[config.mk]
export PLATFORM = sky130hd
export DESIGN_NAME = data_mem
export DESIGN_NICKNAME = d
export VERILOG_FILES = /design/src/rtl/data_mem.sv
export SDC_FILE = /design/constraint.sdc
export NUM_CORES = 1
export LEC_CHECK = 0
export CELL_PAD_IN_SITES_DETAIL_PLACEMENT = 1
export CELL_PAD_IN_SITES_GLOBAL_PLACEMENT = 2
export CORE_ASPECT_RATIO = 0.75
export CORE_MARGIN = 5
export CORE_UTILIZATION = 42
export DETAILED_ROUTE_END_ITERATION = 12
export PLACE_DENSITY = 0.93
export SYNTH_ARGS = -nofsm -noshare
export SYNTH_HDL_FRONTEND = slang
export SYNTH_SLANG_ARGS = --single-unit
[constraint.sdc]
create_clock -name clk -period 4.9 [get_ports clk]
set_clock_uncertainty 0.2 [all_clocks]
set_input_delay 0.98 -clock clk [delete_from_list [all_inputs] [get_ports clk]]
set_output_delay 0.98 -clock clk [all_outputs]
set_load 0.01 [all_outputs]
[src/rtl/data_mem.sv]
// Byte-addressed data memory: combinational little-endian word reads and
// word writes on the clock edge. Byte indices wrap modulo DEPTH.

module data_mem_lane #(
  parameter int DATA_WIDTH = 8,
  parameter int DEPTH      = 16,
  parameter int AW         = 4,
  parameter int LANE       = 0
) (
  input  logic [DEPTH-1:0][DATA_WIDTH-1:0] mem,
  input  logic [AW-1:0]                    idx,
  output logic [DATA_WIDTH-1:0]            rd_byte
);
  logic [AW-1:0] sel;

  // AW-bit addition wraps naturally, giving the modulo-DEPTH byte index
  assign sel     = idx + AW'(LANE);
  assign rd_byte = mem[sel];
endmodule

module data_mem #(
  parameter int DATA_WIDTH = 8,
  parameter int DEPTH      = 16
) (
  input  logic        clk,
  input  logic        rst_n,
  input  logic [31:0] address,
  input  logic [31:0] writedata,
  input  logic        memwrite,
  output logic [31:0] readdata
);
  localparam int AW        = $clog2(DEPTH);
  localparam int NUM_LANES = 32 / DATA_WIDTH;
  localparam int LW        = $clog2(NUM_LANES);

  logic [DEPTH-1:0][DATA_WIDTH-1:0]     mem;
  logic [AW-1:0]                        idx;
  logic [NUM_LANES-1:0][DATA_WIDTH-1:0] rd_lanes;
  logic [NUM_LANES-1:0][DATA_WIDTH-1:0] wr_lanes;
  logic [DEPTH-1:0]                     wr_en;
  logic [DEPTH-1:0][DATA_WIDTH-1:0]     wr_byte;
  logic [AW-1:0]                        off;
  logic                                 unused_addr;

  assign idx         = address[AW-1:0];
  assign unused_addr = ^address[31:AW];
  assign wr_lanes    = writedata;
  assign readdata    = rd_lanes;

  for (genvar l = 0; l < NUM_LANES; l++) begin : g_lane
    data_mem_lane #(
      .DATA_WIDTH(DATA_WIDTH),
      .DEPTH     (DEPTH),
      .AW        (AW),
      .LANE      (l)
    ) u_lane (
      .mem    (mem),
      .idx    (idx),
      .rd_byte(rd_lanes[l])
    );
  end

  // Each storage byte picks its lane by its wrapped distance from idx;
  // only distances 0..NUM_LANES-1 belong to the current word.
  always_comb begin
    wr_en   = '0;
    wr_byte = '0;
    off     = '0;
    for (int b = 0; b < DEPTH; b++) begin
      off = AW'(b) - idx;
      if ({1'b0, off} < (AW+1)'(NUM_LANES)) begin
        wr_en[b]   = memwrite;
        wr_byte[b] = wr_lanes[off[LW-1:0]];
      end
    end
  end

  always_ff @(posedge clk or negedge rst_n) begin
    if (!rst_n) begin
      mem <= '0;
    end else begin
      for (int b = 0; b < DEPTH; b++)
        if (wr_en[b]) mem[b] <= wr_byte[b];
    end
  end
endmodule

==> reports/qor.yml <==
outcome:
  status: "complete, no violations"
worst_hold_path:
  worstHoldPathCells: 1
  hp-class: "flop to flop"
logic_synthesis:
  avgSynthCellArea_um2: 15.1
  syn_inst: 649
  syn_nets: 723
  synth-edff-count: 0
  synthDominantCellAreaShare_pct: 34.1
  yosys-top-cells-area: "mux4_2 (34%), dfrtp_1 (33%), mux2_2 (15%), mux2i_1 (5.4%), buf_2 (1.2%)"
  synth_largest_area_cell: "mux4_2"
  ys_seq_area_share_pct: 32.8
  syn_area_um2: 9780
  yosysUniqueCellTypes: 50
  ys.flop_type: "dfrtp_1"
  async_flop_share_pct: 100
  yosys_warnings: 0
  synth_seq_cells: 128
  yosysMostFrequentCell: "mux4_2"
  synthTopCellsByCount: "mux4_2 (148), dfrtp_1 (128), mux2_2 (127), mux2i_1 (53), buf_2 (24)"
grt:
  grt_usage_pct: 24.0
  grt_max_degree: 88
  antenna_found_initial: 1
  grt_overflow: 0
  grt_pass1_vias: 7647
  grt_pass1_wl_mm: 47.1
power:
  powerDensity_nw_per_um2: 443
  peakVddDrop_mv: 0.229
  p_leak_uw: 0.00442
floorplan:
  die_h_um: 142
  io_pins: 99
  die_w_um: 186
  design.die.area_um2: 26500
  start_util_pct: 42.6
  rows: 48
  core_area_um2: 22900
cts:
  clk_pin_slew_worst_paths_ns: 0.05
  cts_buffers: 17
  cts.path.max_buffers: 2
  clock_sinks: 128
  insertion_delay_ns: 0.42
  cts_hold_buf: 0
  h-tree-depth: 4
  cts-root-buf: "clkbuf_16"
  cts_tree: "yes"
routing:
  routedWlPerCell_um: 30.3
  drt_iter0_drc: 930
  drtAntennaViolNets: 0
  vias: 7094
  drcViolationCount: 0
  viasPerCell: 6.87
  first_pass_iters: 5
  wirelength_mm: 31.3
worst_setup_path:
  cp_cell_sequence: "buf_8 -> ha_1 -> xnor2_2 -> mux4_2 -> mux2i_1 -> clkdlybuf4s50_1"
  cp.arrival_ns: 3.66
  crit_required_ns: 3.72
  critical_path_class: "primary input to output pin"
  cpMaxStageDelayCell: "xnor2_2"
  reg2regPathDepth: 1
  slowest_delay_ns: 0.77
  start_kind: "primary input"
  end_kind: "output pin"
  worst-path-max-fanout: 7
timing:
  period_share_pct: 98.7
  hold_viol: 0
  max_freq_mhz: 207
  fin_crit_ns: 4.84
  holdWs_ns: 0.363
  setup_violations: 0
  final-max-slew-violation-count: 0
  rsz0062_at_grt: "false"
  worst_pin_slew_ns: 0.991
  slew_headroom_pct: 33.9
finish:
  syn_to_final_growth_pct: 17.9
  fillers: 2227
  area.sequential_um2: 3200
  reg_top3: "mem x128"
  largest_register_ffs: 128
  drive_above_1_share_pct: 49.3
  layout.nets: 793
  final_core_util_pct: 50.2
  top_register: "mem"
  multi_input_area_um2: 6270
  diodes: 0
flow_run:
  drv_cap: 0
place:
  portBuffers: 70
  dp_hpwl_mm: 20.8
  gp_congestion: 0.913
==> worst max-delay path: cells and delay by family <==
kind	cells	cell delay [ns]
fa+ha+maj	1	0.27
buf+inv	2	0.75
xor+xnor	1	0.77
mux	2	0.87
==> layer usage <==
metal,part of all wire [%],global-route usage (%),vias to the layer above
met4,3.7,9.97,2
li1,-,-,2805
met3,9.5,6.64,97
met5,0.042,0,-
met2,49,38.6,396
met1,38,30.8,3794
==> repair_timing <==
action,4_1_cts,5_1_grt
pin swaps,0,0
setup endpoints to repair,12,2
cloned,0,1
buffers inserted,0,0
hold endpoints to repair,0,0
resized for setup,1,1
==> logic make-up (layout without fill, tap and decap cells) <==
logic type | after synthesis | after routing | synth area share [%]
AO/OA/AOI/OAI | 46 | 46 | 3.39
AND/OR/NAND/NOR | 69 | 69 | 3.79
buffers and inverters | 58 | 141 | 3.43
multiplexers | 332 | 332 | 54.6
flip-flops | 128 | 128 | 32.8
XOR/XNOR | 9 | 9 | 1.15
adder cells (fa/ha/maj) | 7 | 7 | 0.896
==> final cells by class <==
cell class              instances  area share (%)
multi-input cells             463            54.4
flip-flops and latches        128            27.8
repair buffers                106            9.28
clock buffers                  22            4.03
well taps                     300            3.26
clock inverters                10            1.17
inverters                       3          0.0977
==> stage by stage <==
step	TNS, ns	std cells	power, uW	area [um2]	setup slack, ns
after floorplan	0	649	3000	9780	0.446
after detailed placement	-0.453	999	3770	10900	-0.0869
after global routing	0	1032	5340	11500	0.00532
after CTS	0	1031	5100	11500	0.134
final	0	1032	5100	11500	0.0620
after global placement	-0.110	999	3600	10900	-0.0406
==> power breakdown <==
group          internal (uW)  switching, uW
Clock                    823            479
Sequential              1380            445
Combinational           1210            757
==> worst paths after layout <==
path,start,end,slack (ns)
max,address[0],readdata[14],0.06
min,mem[114],mem[114],0.36
max reg2reg,mem[47],mem[47],3.80
min reg2reg,mem[114],mem[114],0.36
max in group asynchronous,rst_n,mem[37],2.79
min in group asynchronous,rst_n,mem[28],0.47
==> layout by cell type (no fill, tap or decap), drive strengths merged, types with 2 or more instances in the layout <==
master,Yosys,routed
a211oi,14,14
a21oi,13,13
a221oi,2,2
a22o,2,2
a22oi,2,2
a31oi,4,4
and2,9,9
and3,3,3
and3b,2,2
buf,40,38
bufinv,0,3
clkbuf,15,23
clkdlybuf4s50,0,66
clkinv,0,3
clkinvlp,0,4
dfrtp,128,128
ha,7,7
inv,3,3
mux2,131,131
mux2i,53,53
mux4,148,148
nand2,22,22
nand2b,3,3
nand3,4,4
nand3b,2,2
nor2,8,8
nor2b,12,12
o21ai,4,4
xnor2,5,5
xor2,4,4
(Power assumes the default switching activity.)
